==> src/rtl/stopwatch_bcd_if.sv <==
// Command/status bundle between the stopwatch and its surrounding control logic.
// The master drives the tick and commands; the stopwatch (slave) returns BCD digits and status.
interface stopwatch_bcd_if;
  logic       tick_in;
  logic       start_stop;
  logic       clear;
  logic       timer_rearm;
  logic [3:0] sec_ones;
  logic [3:0] sec_tens;
  logic [3:0] min_ones;
  logic [3:0] min_tens;
  logic       running;
  logic       rollover;

  modport master (
    output tick_in, start_stop, clear,
    input  timer_rearm, sec_ones, sec_tens, min_ones, min_tens, running, rollover
  );

  modport slave (
    input  tick_in, start_stop, clear,
    output timer_rearm, sec_ones, sec_tens, min_ones, min_tens, running, rollover
  );
endinterface

==> src/rtl/stopwatch_bcd.sv <==
// BCD mm:ss stopwatch advanced by rising edges of an upstream one-second level.
// Wraps from MIN_LIMIT:59 to 00:00 and keeps counting.
//
//   state | meaning
//   IDLE  | count held at 00:00, waiting for start_stop
//   RUN   | accepted ticks advance the count
//   PAUSE | count frozen, ticks ignored
module stopwatch_bcd #(
  parameter int MIN_LIMIT = 59
) (
  input  logic            clk,
  input  logic            reset_n,
  stopwatch_bcd_if.slave  sw
);

  localparam logic [3:0] LIM_TENS = 4'(MIN_LIMIT / 10);
  localparam logic [3:0] LIM_ONES = 4'(MIN_LIMIT % 10);

  typedef enum logic [1:0] {IDLE, RUN, PAUSE} state_t;

  state_t     state_q, state_d;
  logic       tick_in_q;
  logic [3:0] sec_ones_q, sec_ones_d;
  logic [3:0] sec_tens_q, sec_tens_d;
  logic [3:0] min_ones_q, min_ones_d;
  logic [3:0] min_tens_q, min_tens_d;
  logic       running_q, running_d;
  logic       rollover_q, rollover_d;
  logic       timer_rearm_q, timer_rearm_d;
  logic       tick_acc;
  logic       at_limit;
  logic       zero_cnt;

  // Edge detect: a level held high for many cycles is one tick.
  assign tick_acc = sw.tick_in & ~tick_in_q;
  assign at_limit = (min_tens_q == LIM_TENS) && (min_ones_q == LIM_ONES) &&
                    (sec_tens_q == 4'd5) && (sec_ones_q == 4'd9);

  always_ff @(posedge clk or negedge reset_n) begin
    if (!reset_n) begin
      state_q       <= IDLE;
      tick_in_q     <= 1'b0;
      sec_ones_q    <= 4'd0;
      sec_tens_q    <= 4'd0;
      min_ones_q    <= 4'd0;
      min_tens_q    <= 4'd0;
      running_q     <= 1'b0;
      rollover_q    <= 1'b0;
      timer_rearm_q <= 1'b0;
    end else begin
      state_q       <= state_d;
      tick_in_q     <= sw.tick_in;
      sec_ones_q    <= sec_ones_d;
      sec_tens_q    <= sec_tens_d;
      min_ones_q    <= min_ones_d;
      min_tens_q    <= min_tens_d;
      running_q     <= running_d;
      rollover_q    <= rollover_d;
      timer_rearm_q <= timer_rearm_d;
    end
  end

  always_comb begin
    state_d       = state_q;
    sec_ones_d    = sec_ones_q;
    sec_tens_d    = sec_tens_q;
    min_ones_d    = min_ones_q;
    min_tens_d    = min_tens_q;
    rollover_d    = 1'b0;
    timer_rearm_d = 1'b0;
    zero_cnt      = 1'b0;

    unique case (state_q)
      IDLE: begin
        zero_cnt = 1'b1;
        if (!sw.clear && sw.start_stop) begin
          state_d       = RUN;
          timer_rearm_d = 1'b1;
        end
      end
      RUN: begin
        if (sw.clear) begin
          state_d  = IDLE;
          zero_cnt = 1'b1;
        end else begin
          if (tick_acc) begin
            timer_rearm_d = 1'b1;
            if (at_limit) begin
              zero_cnt   = 1'b1;
              rollover_d = 1'b1;
            end else if (sec_ones_q != 4'd9) begin
              sec_ones_d = sec_ones_q + 4'd1;
            end else begin
              sec_ones_d = 4'd0;
              if (sec_tens_q != 4'd5) begin
                sec_tens_d = sec_tens_q + 4'd1;
              end else begin
                sec_tens_d = 4'd0;
                if (min_ones_q != 4'd9) begin
                  min_ones_d = min_ones_q + 4'd1;
                end else begin
                  min_ones_d = 4'd0;
                  min_tens_d = min_tens_q + 4'd1;
                end
              end
            end
          end
          if (sw.start_stop) state_d = PAUSE;
        end
      end
      PAUSE: begin
        if (sw.clear) begin
          state_d  = IDLE;
          zero_cnt = 1'b1;
        end else if (sw.start_stop) begin
          state_d       = RUN;
          timer_rearm_d = 1'b1;
        end
      end
      default: begin
        state_d  = IDLE;
        zero_cnt = 1'b1;
      end
    endcase

    if (zero_cnt) begin
      sec_ones_d = 4'd0;
      sec_tens_d = 4'd0;
      min_ones_d = 4'd0;
      min_tens_d = 4'd0;
    end
    running_d = (state_d == RUN);
  end

  assign sw.sec_ones    = sec_ones_q;
  assign sw.sec_tens    = sec_tens_q;
  assign sw.min_ones    = min_ones_q;
  assign sw.min_tens    = min_tens_q;
  assign sw.running     = running_q;
  assign sw.rollover    = rollover_q;
  assign sw.timer_rearm = timer_rearm_q;

endmodule

==> src/flat_wrapper.sv <==
// flat-port wrapper written by rule: the top's interface ports become plain ports
module stopwatch_bcd_flat 
#(
  parameter int MIN_LIMIT = 59
)
  (clk, reset_n, sw_tick_in, sw_start_stop, sw_clear, sw_timer_rearm, sw_sec_ones, sw_sec_tens, sw_min_ones, sw_min_tens, sw_running, sw_rollover);
  stopwatch_bcd_if sw_i ();
  input  logic clk;
  input  logic reset_n;
  input wire logic [$bits(sw_i.tick_in)-1:0] sw_tick_in;
  input wire logic [$bits(sw_i.start_stop)-1:0] sw_start_stop;
  input wire logic [$bits(sw_i.clear)-1:0] sw_clear;
  output wire logic [$bits(sw_i.timer_rearm)-1:0] sw_timer_rearm;
  output wire logic [$bits(sw_i.sec_ones)-1:0] sw_sec_ones;
  output wire logic [$bits(sw_i.sec_tens)-1:0] sw_sec_tens;
  output wire logic [$bits(sw_i.min_ones)-1:0] sw_min_ones;
  output wire logic [$bits(sw_i.min_tens)-1:0] sw_min_tens;
  output wire logic [$bits(sw_i.running)-1:0] sw_running;
  output wire logic [$bits(sw_i.rollover)-1:0] sw_rollover;
  assign sw_i.tick_in = sw_tick_in;
  assign sw_i.start_stop = sw_start_stop;
  assign sw_i.clear = sw_clear;
  assign sw_timer_rearm = sw_i.timer_rearm;
  assign sw_sec_ones = sw_i.sec_ones;
  assign sw_sec_tens = sw_i.sec_tens;
  assign sw_min_ones = sw_i.min_ones;
  assign sw_min_tens = sw_i.min_tens;
  assign sw_running = sw_i.running;
  assign sw_rollover = sw_i.rollover;
  stopwatch_bcd #(.MIN_LIMIT(MIN_LIMIT)) u_core (.clk(clk), .reset_n(reset_n), .sw(sw_i));
endmodule
==> config.mk <==
export PLATFORM = sky130hd
export DESIGN_NAME = stopwatch_bcd_flat
export DESIGN_NICKNAME = d
export VERILOG_FILES = /design/src/rtl/stopwatch_bcd_if.sv /design/src/rtl/stopwatch_bcd.sv /design/src/flat_wrapper.sv
export SDC_FILE = /design/constraint.sdc
export NUM_CORES = 1
export LEC_CHECK = 0
export BUFFER_PORTS_ARGS = -buffer_cell sky130_fd_sc_hd__clkbuf_2
export CAP_MARGIN = 15
export CORE_ASPECT_RATIO = 1.4
export CORE_UTILIZATION = 59
export CTS_CLUSTER_DIAMETER = 80
export DETAILED_ROUTE_END_ITERATION = 10
export PLACE_DENSITY_LB_ADDON = 0.2
export SLEW_MARGIN = 20
export SYNTH_ARGS = -nofsm -noshare
export SYNTH_HDL_FRONTEND = slang
export SYNTH_SLANG_ARGS = --single-unit
==> constraint.sdc <==
create_clock -name clk -period 3.73 [get_ports clk]
set_input_delay 0.9325 -clock clk [delete_from_list [all_inputs] [get_ports clk]]
set_output_delay 0.9325 -clock clk [all_outputs]
set_load 0.05 [all_outputs]
==> results of run 1 <==
## stage by stage
| step | utilization | instances | hold slack [ns] |
|---|---|---|---|
| after CTS | 0.703 | 188 | 0.563 |
| final | 0.703 | 188 | 0.564 |
| after global routing | 0.703 | 188 | 0.592 |
| after detailed placement | 0.679 | 184 | 0.540 |
| after floorplan | - | 146 | 0.583 |
| after global placement | 0.679 | 184 | 0.532 |
## final cells by class
class | count | area share
Clock buffer | 3 | 0.0146
Clock inverter | 1 | 0.0194
Inverter | 9 | 0.0218
Multi-Input combinational cell | 108 | 0.496
Sequential cell | 22 | 0.356
Tap cell | 22 | 0.0178
Timing Repair Buffer | 23 | 0.0744
## final timing paths
check	from	to	slack [ns]	cells after the start
worst max-delay path	u_core.state_q[1]	u_core.sw.min_ones[2]	1.49	6
worst min-delay path	u_core.sw.min_ones[3]	u_core.sw.min_ones[3]	0.56	1
worst max register to register	u_core.state_q[1]	u_core.sw.min_ones[2]	1.49	6
worst min register to register	u_core.sw.min_ones[3]	u_core.sw.min_ones[3]	0.56	1
max in group asynchronous	reset_n	u_core.sw.sec_ones[1]	2.76	1
min in group asynchronous	reset_n	u_core.state_q[1]	0.59	1
## worst reg2reg max path: cells and delay by family, from the launching register on
family | cells | cell delay [ns]
AND/OR/NAND/NOR | 3 | 1.25
flip-flops | 1 | 0.43
adder cells (fa/ha/maj) | 1 | 0.24
buffers and inverters | 1 | 0.11
AO/OA/AOI/OAI | 1 | 0.15
## state kept, by name, indices dropped and copies added, names as in the netlist
name and flops:
u_core.state_q 2, u_core.sw.rollover 1, u_core.sw.min_tens 4, u_core.sw.sec_ones 4, u_core.tick_in_q 1, u_core.sw.running 1
u_core.sw.min_ones 4, u_core.sw.timer_rearm 1, u_core.sw.sec_tens 4
## per-layer routing
metal  vias up  global-route usage
met5         -                   0
met4         0              0.0866
met3         2              0.0457
met2        30               0.435
met1       567               0.325
li1        569                   -
## synth_stat cells (2+ instances only)
cell,count
mux2i_1,4
a31oi_1,2
nand3_1,6
xnor2_1,2
nand2_1,14
or3_1,4
o21ai_0,4
buf_6,2
nor3_1,6
nor2_1,3
nor3b_1,2
and3b_1,3
nor2b_1,2
nor4_1,3
ha_1,12
nand2b_1,4
dfrtp_1,22
a21oi_1,11
inv_1,9
clkbuf_1,4
nand3b_1,3
or4_1,3
a211oi_1,4
## power groups by stage
stage / Combinational [mW] / Sequential [mW] / Clock, mW
finish: 0.249 / 0.269 / 0.183
CTS: 0.249 / 0.269 / 0.186
floorplan: 0.170 / 0.298 / 0
global route: 0.280 / 0.272 / 0.197
global placement: 0.241 / 0.273 / 0
detailed placement: 0.246 / 0.274 / 0
## logic make-up (layout without fill, tap and decap cells)
family                     after synthesis  in the layout  share of synthesized area
AOI/OAI and AO/OA                       31             31                      0.146
xor gates and xnor gates                 2              2                     0.0126
adders and majority gates               12             12                      0.108
buffers and inverters                   16             36                     0.0547
DFF                                     22             22                      0.395
muxes                                    4              4                     0.0287
and+or+nand+nor                         59             59                      0.256
==> results_dict.tcl, run 1 <==
set metrics [dict create \
    status "finished clean" \
    drt_iter0_drc 39 \
    grt_first_pass_wirelength_um 4970 \
    postCtsSetupBuffers 0 \
    drc 0 \
    cts-root-buf "clkbuf_4" \
    clkPwrFrac 0.261 \
    synth-seq-cells 22 \
    worst_pin_slew_ns 0.569 \
    final_hold_viol_count 0 \
    path_cells "inv_1 -> ha_1 -> nand3b_1 -> nand3b_4 -> or4_1 -> a21oi_1" \
    cts_inserted_buffers 3 \
    grt_pass1_vias 1137 \
    cp_slowest_cell "or4_1" \
    period_minus_slack_ns 2.24 \
    multi_input_area_um2 768 \
    min_path_type "reg2reg" \
    cp_max_fo 13 \
    regArea_um2 551 \
    path_class "reg2reg" \
    drt-pass1-iter-count 4 \
    die_y_um 59.5 \
    place_congestion 0.857 \
    drtAntennaViolNets 0 \
    relSlewSlack 0.621 \
    synthesis.nets 163 \
    rows 20 \
    power_leakage_nw 0.730 \
    overflow 0 \
    async_reset_ff_frac 1.00 \
    cts-hold-fix-buffers 0 \
    cts.sinks 22 \
    num_vias 1168 \
    place_hpwl_um 1980 \
    wl_met1_um 1260 \
    skew_ns 0.00932 \
    cp_top_family "simple AND/OR/NAND/NOR gates" \
    cpPeakStageDelay_ns 0.49 \
    yosysWarnings 0 \
    max-cap-violations 0 \
    drv_slew 0 \
    antenna_found_initial 0 \
    path_buf_inv 1 \
    dp_slack_ns 1.28 \
    start_kind "register" \
    grt_max_degree 23 \
    clk_pin_slew_ns 0.13 \
    final_layout_size_suffix_gt1_frac 0.199 \
    wl_um 2760 \
    syn2layout_area_growth_pct 10.9 \
    postSynthAreaPerCell_um2 9.56 \
    ys.flop_type "dfrtp_1" \
    met3_length_um 111 \
    synth_cells 146 \
    io_pins 24 \
    combPwrFrac 0.355 \
    grt_util_all_layers 0.256 \
    rsz0062_at_grt "false" \
    cts_resized 0 \
    finalSetupViolations 0 \
    portBuffers 23 \
    power_switching_mw 0.259 \
    critPathArrivalTime_ns 2.49 \
    cts_max_level 1 \
    switching_share 0.369 \
    fin_nets 184 \
    netlist.top_cell.by_area "dfrtp_1" \
    synth_area_leaders "dfrtp_1 (39%), ha_1 (11%), a21oi_1 (3.9%), nand2_1 (3.8%), mux2i_1 (2.9%)" \
    synth_top_area_share 0.395 \
    max_freq_ghz 0.446 \
    core-area_um2 2200 \
    synth_cell_types 40 \
    endpoint_kind "register" \
    wire_per_inst_um 14.7 \
    die-area_um2 2570 \
    synth_area_um2 1400 \
    insertion_delay_ns 0.31 \
    pwr_density_cell_nw_per_um2 453 \
    n_antenna_cell 0 \
    fill_cells 171 \
    setup_ws_ns 1.49 \
    synth_edf_count 0 \
    power.total_mw 0.700 \
    tns_ns 0 \
    die_x_um 43.1 \
    cp.required_ns 3.97 \
    routed.top_layer "met4" \
    ys_seq_area_frac 0.395 \
    ir_drop_mv 0.350 \
    cts_buffer_depth 2 \
    layout_commonest_cell "clkbuf_2" \
    wl_met2_um 1370 \
    period_share 0.602 \
    layout_common_cells "clkbuf_2 (23), dfrtp_1 (22), nand2_1 (14)" \
    cts_tree "built" \
    p_int_mw 0.442 \
    stdcell_area_um2 1550 \
    viasPerCell 6.21 \
    seqPwrFrac 0.384 \
    placed_area_um2 1500 \
    start_util 0.634 \
]
No activity file was read; power rests on OpenSTA's default activity.
==> inputs of run 2 (changes only) <==
--- a/config.mk
+++ b/config.mk
@@ -8,7 +8,7 @@
 export BUFFER_PORTS_ARGS = -buffer_cell sky130_fd_sc_hd__clkbuf_2
 export CAP_MARGIN = 15
 export CORE_ASPECT_RATIO = 1.4
-export CORE_UTILIZATION = 59
+export CORE_UTILIZATION = 55
 export CTS_CLUSTER_DIAMETER = 80
 export DETAILED_ROUTE_END_ITERATION = 10
 export PLACE_DENSITY_LB_ADDON = 0.2
==> constraint.sdc (replaced) <==
create_clock -name clk -period 2.1 [get_ports clk]
set_input_delay 0.525 -clock clk [delete_from_list [all_inputs] [get_ports clk]]
set_output_delay 0.525 -clock clk [all_outputs]
set_load 0.05 [all_outputs]
==> run 2 against run 1 <==
  * Core utilization fell by 4.7 points
  * Clock skew fell by 0.0037 ns
  * Worst setup slack got worse by 1.3 ns
  * Worst hold slack got worse by 0.39 ns
  * Critical endpoint unchanged
  * Register-to-register slack got worse by 1.3 ns
  * Largest cell class unchanged
  * Highest routed layer unchanged
  * Critical path depth did not move
  * Sequential cell count did not move
  * Sequential share of layout area fell by 0.48 points
  * Total power rose by 71%
  * Non-clock buffer count rose by 3
  * First-iteration DRC count fell by 5.1%
  * Cell area rose by 1.4%
==> results_dict.tcl, run 2 (synthesized netlist as in run 1, its figures left out) <==
set metrics [dict create \
    power_leakage_nw 0.737 \
    critPathArrivalTime_ns 2.13 \
    postCtsSetupBuffers 0 \
    switching_share 0.399 \
    die_x_um 44.6 \
    cts.sinks 22 \
    io_pins 24 \
    rr_endpoint "u_core.sw.min_ones[2]" \
    fin_nets 187 \
    pwr_density_cell_nw_per_um2 764 \
    drt-pass1-iter-count 4 \
    num_vias 1192 \
    worst_pin_slew_ns 0.566 \
    cp-endpoint "u_core.sw.min_ones[2]" \
    max-cap-violations 0 \
    cts_buffer_depth 2 \
    grt_first_pass_wirelength_um 4750 \
    cts_resized 0 \
    layout_commonest_cell "clkbuf_2" \
    tns_ns 0 \
    endpoint_kind "register" \
    cts-root-buf "clkbuf_4" \
    syn2layout_area_growth_pct 12.5 \
    cts-hold-fix-buffers 0 \
    cp_max_fo 13 \
    fill_cells 197 \
    clkPwrFrac 0.201 \
    start_util 0.583 \
    core-area_um2 2390 \
    status "finished clean" \
    power.total_mw 1.20 \
    timing.rr.start "u_core.state_q[1]" \
    reg2reg_depth 6 \
    die_y_um 61.6 \
    overflow 0 \
    relSlewSlack 0.623 \
    cp.required_ns 2.35 \
    min_path_type "in2async" \
    final_layout_size_suffix_gt1_frac 0.213 \
    period_minus_slack_ns 1.88 \
    ir_drop_mv 0.464 \
    p_int_mw 0.720 \
    cts_inserted_buffers 3 \
    rows 21 \
    wire_per_inst_um 14.3 \
    cp-startpoint "u_core.state_q[1]" \
    start_kind "register" \
    drt_iter0_drc 37 \
    path_class "reg2reg" \
    finalSetupViolations 0 \
    cts_max_level 1 \
    viasPerCell 5.87 \
    seqPwrFrac 0.399 \
    cts_tree "built" \
    layout_common_cells "clkbuf_2 (23), dfrtp_1 (22), nand2_1 (14)" \
    drc 0 \
    portBuffers 23 \
    clk_pin_slew_ns 0.13 \
    place_hpwl_um 2170 \
    antenna_found_initial 0 \
    drv_slew 0 \
    r2r_slack_ns 0.22 \
    place_congestion 0.753 \
    grt_util_all_layers 0.233 \
    wl_um 2910 \
    max_freq_ghz 0.531 \
    period_share 0.896 \
    grt_pass1_vias 1099 \
    skew_ns 0.00558 \
    grt_max_degree 23 \
    insertion_delay_ns 0.31 \
    combPwrFrac 0.400 \
    n_antenna_cell 0 \
    die-area_um2 2740 \
    rsz0062_at_grt "false" \
    power_switching_mw 0.479 \
    final_hold_viol_count 0 \
    drtAntennaViolNets 0 \
]
run 2: per-stage QoR:
stage	utilization	hold WS, ns	cells	cell area [um2]	worst slack [ns]
after global placement	0.641	0.533	199	1530	0.266
final	0.656	0.177	203	1570	0.218
after global routing	0.656	0.215	203	1570	0.0940
after CTS	0.656	0.192	203	1570	0.222
after floorplan	-	0.229	146	1400	0.0935
after detailed placement	0.641	0.539	199	1530	0.264
run 2: power by group through the flow:
stage	sequential [mW]	clock (mW)	combinational (mW)
global route	0.484	0.258	0.536
detailed placement	0.488	0	0.477
CTS	0.480	0.242	0.481
finish	0.479	0.240	0.480
global placement	0.484	0	0.461
floorplan	0.530	0	0.302
run 2: area by class of cell:
cell class | count | area [um2] | share of cell area
Sequential cell | 22 | 551 | 0.351
Clock buffer | 4 | 36.3 | 0.0231
Timing Repair Buffer | 26 | 138 | 0.0877
Inverter | 9 | 33.8 | 0.0215
Multi-Input combinational cell | 108 | 768 | 0.490
Tap cell | 34 | 42.5 | 0.0271
run 2: worst max-delay path, stage by stage, from the launching register on:
cell	delay, ns
dfrtp_1	0.44
inv_1	0.12
ha_1	0.24
nand3b_1	0.13
nand3b_4	0.24
or4_1	0.49
a21oi_1	0.15
run 2: routing by layer:
metal,global-route usage,up-vias,wire length (um)
li1,-,582,-
met1,0.276,564,1250
met2,0.431,39,1500
met3,0.0176,7,112
met4,0.0909,0,47
met5,0,-,0
run 2: how the worst min path moves through the flow:
| stage | start | end | slack [ns] | cells after the start |
|---|---|---|---|---|
| floorplan | reset_n | u_core.state_q[0] | 0.23 | 0 |
| detailed placement | reset_n | u_core.sw.sec_ones[3] | 0.54 | 1 |
| finish | reset_n | u_core.sw.sec_ones[3] | 0.18 | 1 |
| CTS | reset_n | u_core.sw.sec_ones[3] | 0.19 | 1 |
| global route | reset_n | u_core.sw.sec_ones[3] | 0.22 | 1 |
| global placement | reset_n | u_core.sw.rollover | 0.53 | 1 |
